[config.mk]
export PLATFORM = sky130hd
export DESIGN_NAME = fft_stage_ctrl
export DESIGN_NICKNAME = d
export VERILOG_FILES = /design/src/rtl/fft_pkg.sv /design/src/rtl/fft_delay_line.sv /design/src/rtl/fft_stage_ctrl.sv
export SDC_FILE = /design/constraint.sdc
export NUM_CORES = 1
export LEC_CHECK = 0
export CAP_MARGIN = 0
export CORE_ASPECT_RATIO = 1.1
export CORE_MARGIN = 10
export CORE_UTILIZATION = 55
export CTS_CLUSTER_DIAMETER = 80
export DETAILED_ROUTE_END_ITERATION = 10
export PLACE_DENSITY = 0.83
export SLEW_MARGIN = 30
export SYNTH_ARGS = -nofsm -noshare
export SYNTH_HDL_FRONTEND = slang
export SYNTH_SLANG_ARGS = --single-unit
[constraint.sdc]
create_clock -name i_clk -period 6.1 [get_ports i_clk]
set_input_delay 0.915 -clock i_clk [delete_from_list [all_inputs] [get_ports i_clk]]
set_output_delay 0.915 -clock i_clk [all_outputs]
set_load 0.05 [all_outputs]
[src/rtl/fft_pkg.sv]
// Shared types and address arithmetic for the radix-2 DIT FFT stage sequencer.
package fft_pkg;

  localparam int N_LOG2_DEFAULT = 4;
  localparam int ADDR_MAX_W     = 16;

  typedef enum logic [1:0] {IDLE, ISSUE, DRAIN, DONE} state_t;

  typedef struct packed {
    logic [ADDR_MAX_W-1:0] a;
    logic [ADDR_MAX_W-1:0] b;
    logic [ADDR_MAX_W-1:0] tw;
  } addr_t;

  // Butterfly j of stage s pairs a and a+2^s; twiddle step shrinks as stages widen.
  function automatic addr_t addr_gen(input int unsigned n_log2,
                                     input int unsigned s,
                                     input int unsigned j);
    int unsigned half;
    int unsigned pos;
    int unsigned a;
    addr_t       r;
    half = 32'd1 << s;
    pos  = j & (half - 32'd1);
    a    = ((j >> s) << (s + 32'd1)) | pos;
    r.a  = ADDR_MAX_W'(a);
    r.b  = ADDR_MAX_W'(a + half);
    r.tw = ADDR_MAX_W'(pos << (n_log2 - 32'd1 - s));
    return r;
  endfunction

endpackage

[src/rtl/fft_delay_line.sv]
// Fixed-depth register chain with asynchronous active-low clear.
module fft_delay_line #(
  parameter int DEPTH = 2,
  parameter int WIDTH = 1
) (
  input  logic             clk,
  input  logic             rst_n,
  input  logic [WIDTH-1:0] d,
  output logic [WIDTH-1:0] q
);

  logic [WIDTH-1:0] stages [DEPTH];

  always_ff @(posedge clk or negedge rst_n) begin
    if (!rst_n) begin
      for (int i = 0; i < DEPTH; i++) begin
        stages[i] <= '0;
      end
    end else begin
      stages[0] <= d;
      for (int i = 1; i < DEPTH; i++) begin
        stages[i] <= stages[i-1];
      end
    end
  end

  assign q = stages[DEPTH-1];

endmodule

[src/rtl/fft_stage_ctrl.sv]
// In-place radix-2 DIT FFT sequencer: read/twiddle issue, drain gaps, delayed write-back.
// Optional inverse-transform control is enabled by defining FFT_STAGE_CTRL_INVERSE_EN.
module fft_stage_ctrl
  import fft_pkg::*;
#(
  parameter int N_LOG2   = N_LOG2_DEFAULT,
  parameter int PIPE_LAT = 2
) (
  input  logic              i_clk,
  input  logic              i_reset,
  input  logic              i_start,
`ifdef FFT_STAGE_CTRL_INVERSE_EN
  input  logic              i_inverse,
  output logic              o_tw_conj,
`endif
  output logic              o_busy,
  output logic              o_done,
  output logic [N_LOG2-1:0] o_stage,
  output logic              o_rd_en,
  output logic [N_LOG2-1:0] o_rd_addr_a,
  output logic [N_LOG2-1:0] o_rd_addr_b,
  output logic [N_LOG2-2:0] o_tw_idx,
  output logic              o_wr_en,
  output logic [N_LOG2-1:0] o_wr_addr_a,
  output logic [N_LOG2-1:0] o_wr_addr_b
);

  localparam int J_W     = N_LOG2 - 1;
  localparam int CNT_W   = (PIPE_LAT > 1) ? $clog2(PIPE_LAT) : 1;
  localparam int LINE_W  = 1 + 2 * N_LOG2;

  localparam logic [J_W-1:0]    LAST_J   = {J_W{1'b1}};
  localparam logic [N_LOG2-1:0] LAST_S   = N_LOG2'(N_LOG2 - 1);
  localparam logic [CNT_W-1:0]  LAST_CNT = CNT_W'(PIPE_LAT - 1);

  state_t            state;
  logic [N_LOG2-1:0] s;
  logic [J_W-1:0]    j;
  logic [CNT_W-1:0]  drain_cnt;
  logic              rd_en;
  logic              busy;
  logic              done;
  logic              tw_conj;

  // The drain gap lets every write of a stage land before the next stage reads.
  always_ff @(posedge i_clk or negedge i_reset) begin
    if (!i_reset) begin
      state     <= IDLE;
      s         <= '0;
      j         <= '0;
      drain_cnt <= '0;
      rd_en     <= 1'b0;
      busy      <= 1'b0;
      done      <= 1'b0;
      tw_conj   <= 1'b0;
    end else begin
      done <= 1'b0;
      case (state)
        IDLE: begin
          if (i_start) begin
            state <= ISSUE;
            s     <= '0;
            j     <= '0;
            rd_en <= 1'b1;
            busy  <= 1'b1;
`ifdef FFT_STAGE_CTRL_INVERSE_EN
            tw_conj <= i_inverse;
`else
            tw_conj <= 1'b0;
`endif
          end
        end
        ISSUE: begin
          if (j == LAST_J) begin
            state     <= DRAIN;
            rd_en     <= 1'b0;
            drain_cnt <= '0;
          end else begin
            j <= j + J_W'(1);
          end
        end
        DRAIN: begin
          if (drain_cnt == LAST_CNT) begin
            if (s != LAST_S) begin
              state <= ISSUE;
              s     <= s + N_LOG2'(1);
              j     <= '0;
              rd_en <= 1'b1;
            end else begin
              state   <= DONE;
              busy    <= 1'b0;
              done    <= 1'b1;
              tw_conj <= 1'b0;
            end
          end else begin
            drain_cnt <= drain_cnt + CNT_W'(1);
          end
        end
        DONE: begin
          state <= IDLE;
          s     <= '0;
        end
        default: state <= IDLE;
      endcase
    end
  end

  addr_t gen;
  logic  unused_gen_bits;

  always_comb begin
    gen = addr_gen(N_LOG2, 32'(s), 32'(j));
  end

  assign unused_gen_bits = ^{gen.a[ADDR_MAX_W-1:N_LOG2], gen.b[ADDR_MAX_W-1:N_LOG2],
                             gen.tw[ADDR_MAX_W-1:N_LOG2-1]};

  // Addresses are forced to zero outside read cycles so idle outputs stay quiet.
  assign o_rd_en     = rd_en;
  assign o_rd_addr_a = rd_en ? gen.a[N_LOG2-1:0]  : '0;
  assign o_rd_addr_b = rd_en ? gen.b[N_LOG2-1:0]  : '0;
  assign o_tw_idx    = rd_en ? gen.tw[N_LOG2-2:0] : '0;
  assign o_busy      = busy;
  assign o_done      = done;
  assign o_stage     = s;

`ifdef FFT_STAGE_CTRL_INVERSE_EN
  assign o_tw_conj = tw_conj;
`else
  logic unused_tw_conj;
  assign unused_tw_conj = tw_conj;
`endif

  fft_delay_line #(
    .DEPTH (PIPE_LAT),
    .WIDTH (LINE_W)
  ) u_wr_delay (
    .clk   (i_clk),
    .rst_n (i_reset),
    .d     ({o_rd_en, o_rd_addr_a, o_rd_addr_b}),
    .q     ({o_wr_en, o_wr_addr_a, o_wr_addr_b})
  );

endmodule

==> impl_metrics.yaml <==
sta:
  slew_viol_final: 0
  worst_slack_ns: 1.08
  hold_ws_ns: 0.357
  fmax_mhz: 199
  slew_headroom: 0.652
  finalSetupTns_ns: 0
  setup_violations: 0
  finalCritPeriodShare: 0.823
  tightest_slew_ns: 0.520
  rsz0062_at_grt: "false"
  min_period_ns: 5.02
  clock-skew-final_ns: 0.00780
  hold_violations: 0
floorplan:
  rows: 20
  floorplan.die_area_um2: 5570
  die_h_um: 77.3
  ios: 30
  initial_core_util: 0.585
  coreArea_um2: 2800
  dieWidth_um: 72.1
final_layout:
  drive_above_1_share: 0.107
  fin_area_um2: 1980
  nNetsFinal: 192
  area_growth_syn_to_layout_pct: 20.8
  fillerInstances: 215
  diodes: 0
cts:
  cts_buffer_depth: 2
  clk_pin_slew_ns: 0.10
  clock_sinks: 31
  cts_setup_buffers: 0
  cts_tree: "built"
  cts_hold_buf: 0
  htree_levels: 2
  insertion_delay_ns: 0.34
  post_cts_resized: 0
  cts_root_buf: "clkbuf_4"
  cts-buffers-inserted: 5
logic_synthesis:
  synth_flop_cell: "dfrtp_1"
  syn-cell-area_um2: 1640
  syn_inst: 153
  yosys_warnings: 0
  ys_async_sr_fraction: 1.00
  synth_edf_count: 0
  syn_nets: 168
  ys_seq_elements: 31
  yosysUniqueCellTypes: 42
  yosysSeqAreaShare: 0.473
  syn_avg_cell_area_um2: 10.7
worst_setup_path:
  cpLargestDelayFamily: "buffers and inverters"
  worstPathRequired_ns: 5.18
  startpoint_type: "register"
  crit_path_max_fanout: 16
  worstSetupPathType: "register to output pin"
  r2r_slack_ns: 3.08
  crit_slowest_cell: "clkdlybuf4s50_1"
  path_buf_inv: 2
  critPathArrivalTime_ns: 4.10
  crit_chain: "inv_1 -> ha_1 -> and2b_2 -> or3b_1 -> nand2_1 -> ha_1 -> a21oi_1 -> a21oi_1 -> a211o_1 -> a21boi_2 -> clkdlybuf4s50_1"
  slowest_delay_ns: 0.82
  critPathCaptureType: "output pin"
placement:
  place_area_um2: 1900
  port_buffers: 29
  place.gp.congestion: 0.858
  hpwl_mm: 2.58
  dpl_worst_slack_ns: 1.48
detailed_routing:
  num_vias: 1202
  drt_first_iter_violations: 71
  avgRoutedWirePerCell_um: 16.2
  dr.pass1.iters: 5
  wirelength_mm: 3.41
  drc: 0
  vias_per_cell: 5.70
  drtAntennaViolNets: 0
power:
  p_int_mw: 0.545
  ir_drop_mv: 0.390
  switchingPower_mw: 0.428
  clkPwrFrac: 0.173
  p_sw_frac: 0.440
  p_seq_frac: 0.339
  combPwrFrac: 0.488
  powerDensity_nw_per_um2: 491
  leakagePower_nw: 0.886
worst_hold_path:
  hp-class: "register to register"
global_routing:
  grt_pass1_wl_mm: 5.76
  grt_max_degree: 32
  grt_overflow: 0
  antenna_found_initial: 0
  grt_pass1_vias: 1214
  grt_use_total: 0.130
outcome:
  status: "completed"
flow_run:
  cap_violations: 0
[layer usage]
metal,vias up,share of wire,wire length [um],global-route usage
met1,576,0.38,1290,0.130
met3,11,0.090,308,0.0631
met4,0,0.036,124,0.0814
li1,568,-,-,-
met2,47,0.50,1690,0.208
met5,-,0,0,0
[state kept, by name (all words and copies together) (netlist names)]
signal and cells:
state 2, o_busy 1, drain_cnt 1, u_wr_delay.q 9, o_rd_en 1, u_wr_delay.stages 9, o_done 1, o_stage 4
j 3
[power groups by stage]
stage,combinational (mW),sequential (mW),clock [mW]
2_1_floorplan,0.358,0.328,0
3_3_place_gp,0.469,0.329,0
3_5_place_dp,0.480,0.334,0
4_1_cts,0.481,0.329,0.174
5_1_grt,0.509,0.339,0.180
6_report,0.475,0.330,0.169
[placed cells by master (no fill, tap or decap), types with 2 or more instances in the layout]
cell type and instances:
a211o_1 2, a21oi_1 6, a22o_1 2, a2bb2oi_1 3, and2_1 3, clkbuf_4 5
clkdlybuf4s50_1 29, dfrtp_1 31, ha_1 11, inv_1 9, mux2_2 4, mux2i_1 3
nand2_1 14, nand2b_1 6, nand4_1 3, nor2_1 6, nor2b_1 4, nor3_1 3
o21ai_0 5, o21ai_1 2, xnor2_1 2, xor2_1 2
[area by class of cell]
cell class              instances  area [um2]  area share
multi-input cells             100         747       0.377
inverters                       9        33.8      0.0170
repair buffers                 30         298       0.150
clock buffers                   6        51.3      0.0259
clock inverters                 2        35.0      0.0177
well taps                      33        41.3      0.0208
flip-flops and latches         31         776       0.391
[final timing paths]
path | start | endpoint | cells after the start
min reg2reg | u_wr_delay.stages[9]$_DFF_PN0_ | u_wr_delay.q[0]$_DFF_PN0_ | 0
max reg2reg | o_stage[0]$_DFFE_PN0P_ | u_wr_delay.stages[12]$_DFF_PN0_ | 10
max in group asynchronous | i_reset | j[2]$_DFFE_PN0P_ | 2
min | u_wr_delay.stages[9]$_DFF_PN0_ | u_wr_delay.q[0]$_DFF_PN0_ | 0
min in group asynchronous | i_reset | u_wr_delay.q[2]$_DFF_PN0_ | 2
max | o_stage[0]$_DFFE_PN0P_ | o_rd_addr_b[3] | 11
[cell usage after synthesis (2+ instances only)]
| master | number | area share |
|---|---|---|
| nand2_1 | 14 | 0.032 |
| buf_4 | 9 | 0.041 |
| o21ai_1 | 2 | 0.0061 |
| mux2i_1 | 3 | 0.018 |
| dfrtp_1 | 31 | 0.47 |
| nor2_1 | 6 | 0.014 |
| nand2b_1 | 6 | 0.023 |
| a211o_1 | 2 | 0.011 |
| o21ai_0 | 5 | 0.015 |
| xor2_1 | 2 | 0.011 |
| and2_1 | 3 | 0.011 |
| a22o_1 | 2 | 0.011 |
| mux2_2 | 4 | 0.027 |
| clkbuf_1 | 3 | 0.0069 |
| nor3_1 | 3 | 0.0092 |
| a21oi_1 | 6 | 0.018 |
| xnor2_1 | 2 | 0.011 |
| ha_1 | 11 | 0.084 |
| a2bb2oi_1 | 3 | 0.016 |
| nor2b_1 | 4 | 0.015 |
| inv_1 | 9 | 0.021 |
| nand4_1 | 3 | 0.011 |
[kinds of logic after synthesis]
group,after synthesis,synth area share
multiplexers,7,0.0458
AO/OA/AOI/OAI,28,0.127
flip-flops,31,0.473
buffers and inverters,22,0.0717
XOR/XNOR,4,0.0214
AND/OR/NAND/NOR,49,0.166
adder cells (fa/ha/maj),12,0.0961
[through the flow]
step / power (mW) / cells / utilization
after floorplan: 0.687 / 153 / -
after global placement: 0.797 / 203 / 0.676
after detailed placement: 0.814 / 203 / 0.676
after CTS: 0.984 / 211 / 0.707
after global routing: 1.03 / 211 / 0.707
final: 0.974 / 211 / 0.707
(Power assumes the default switching activity.)
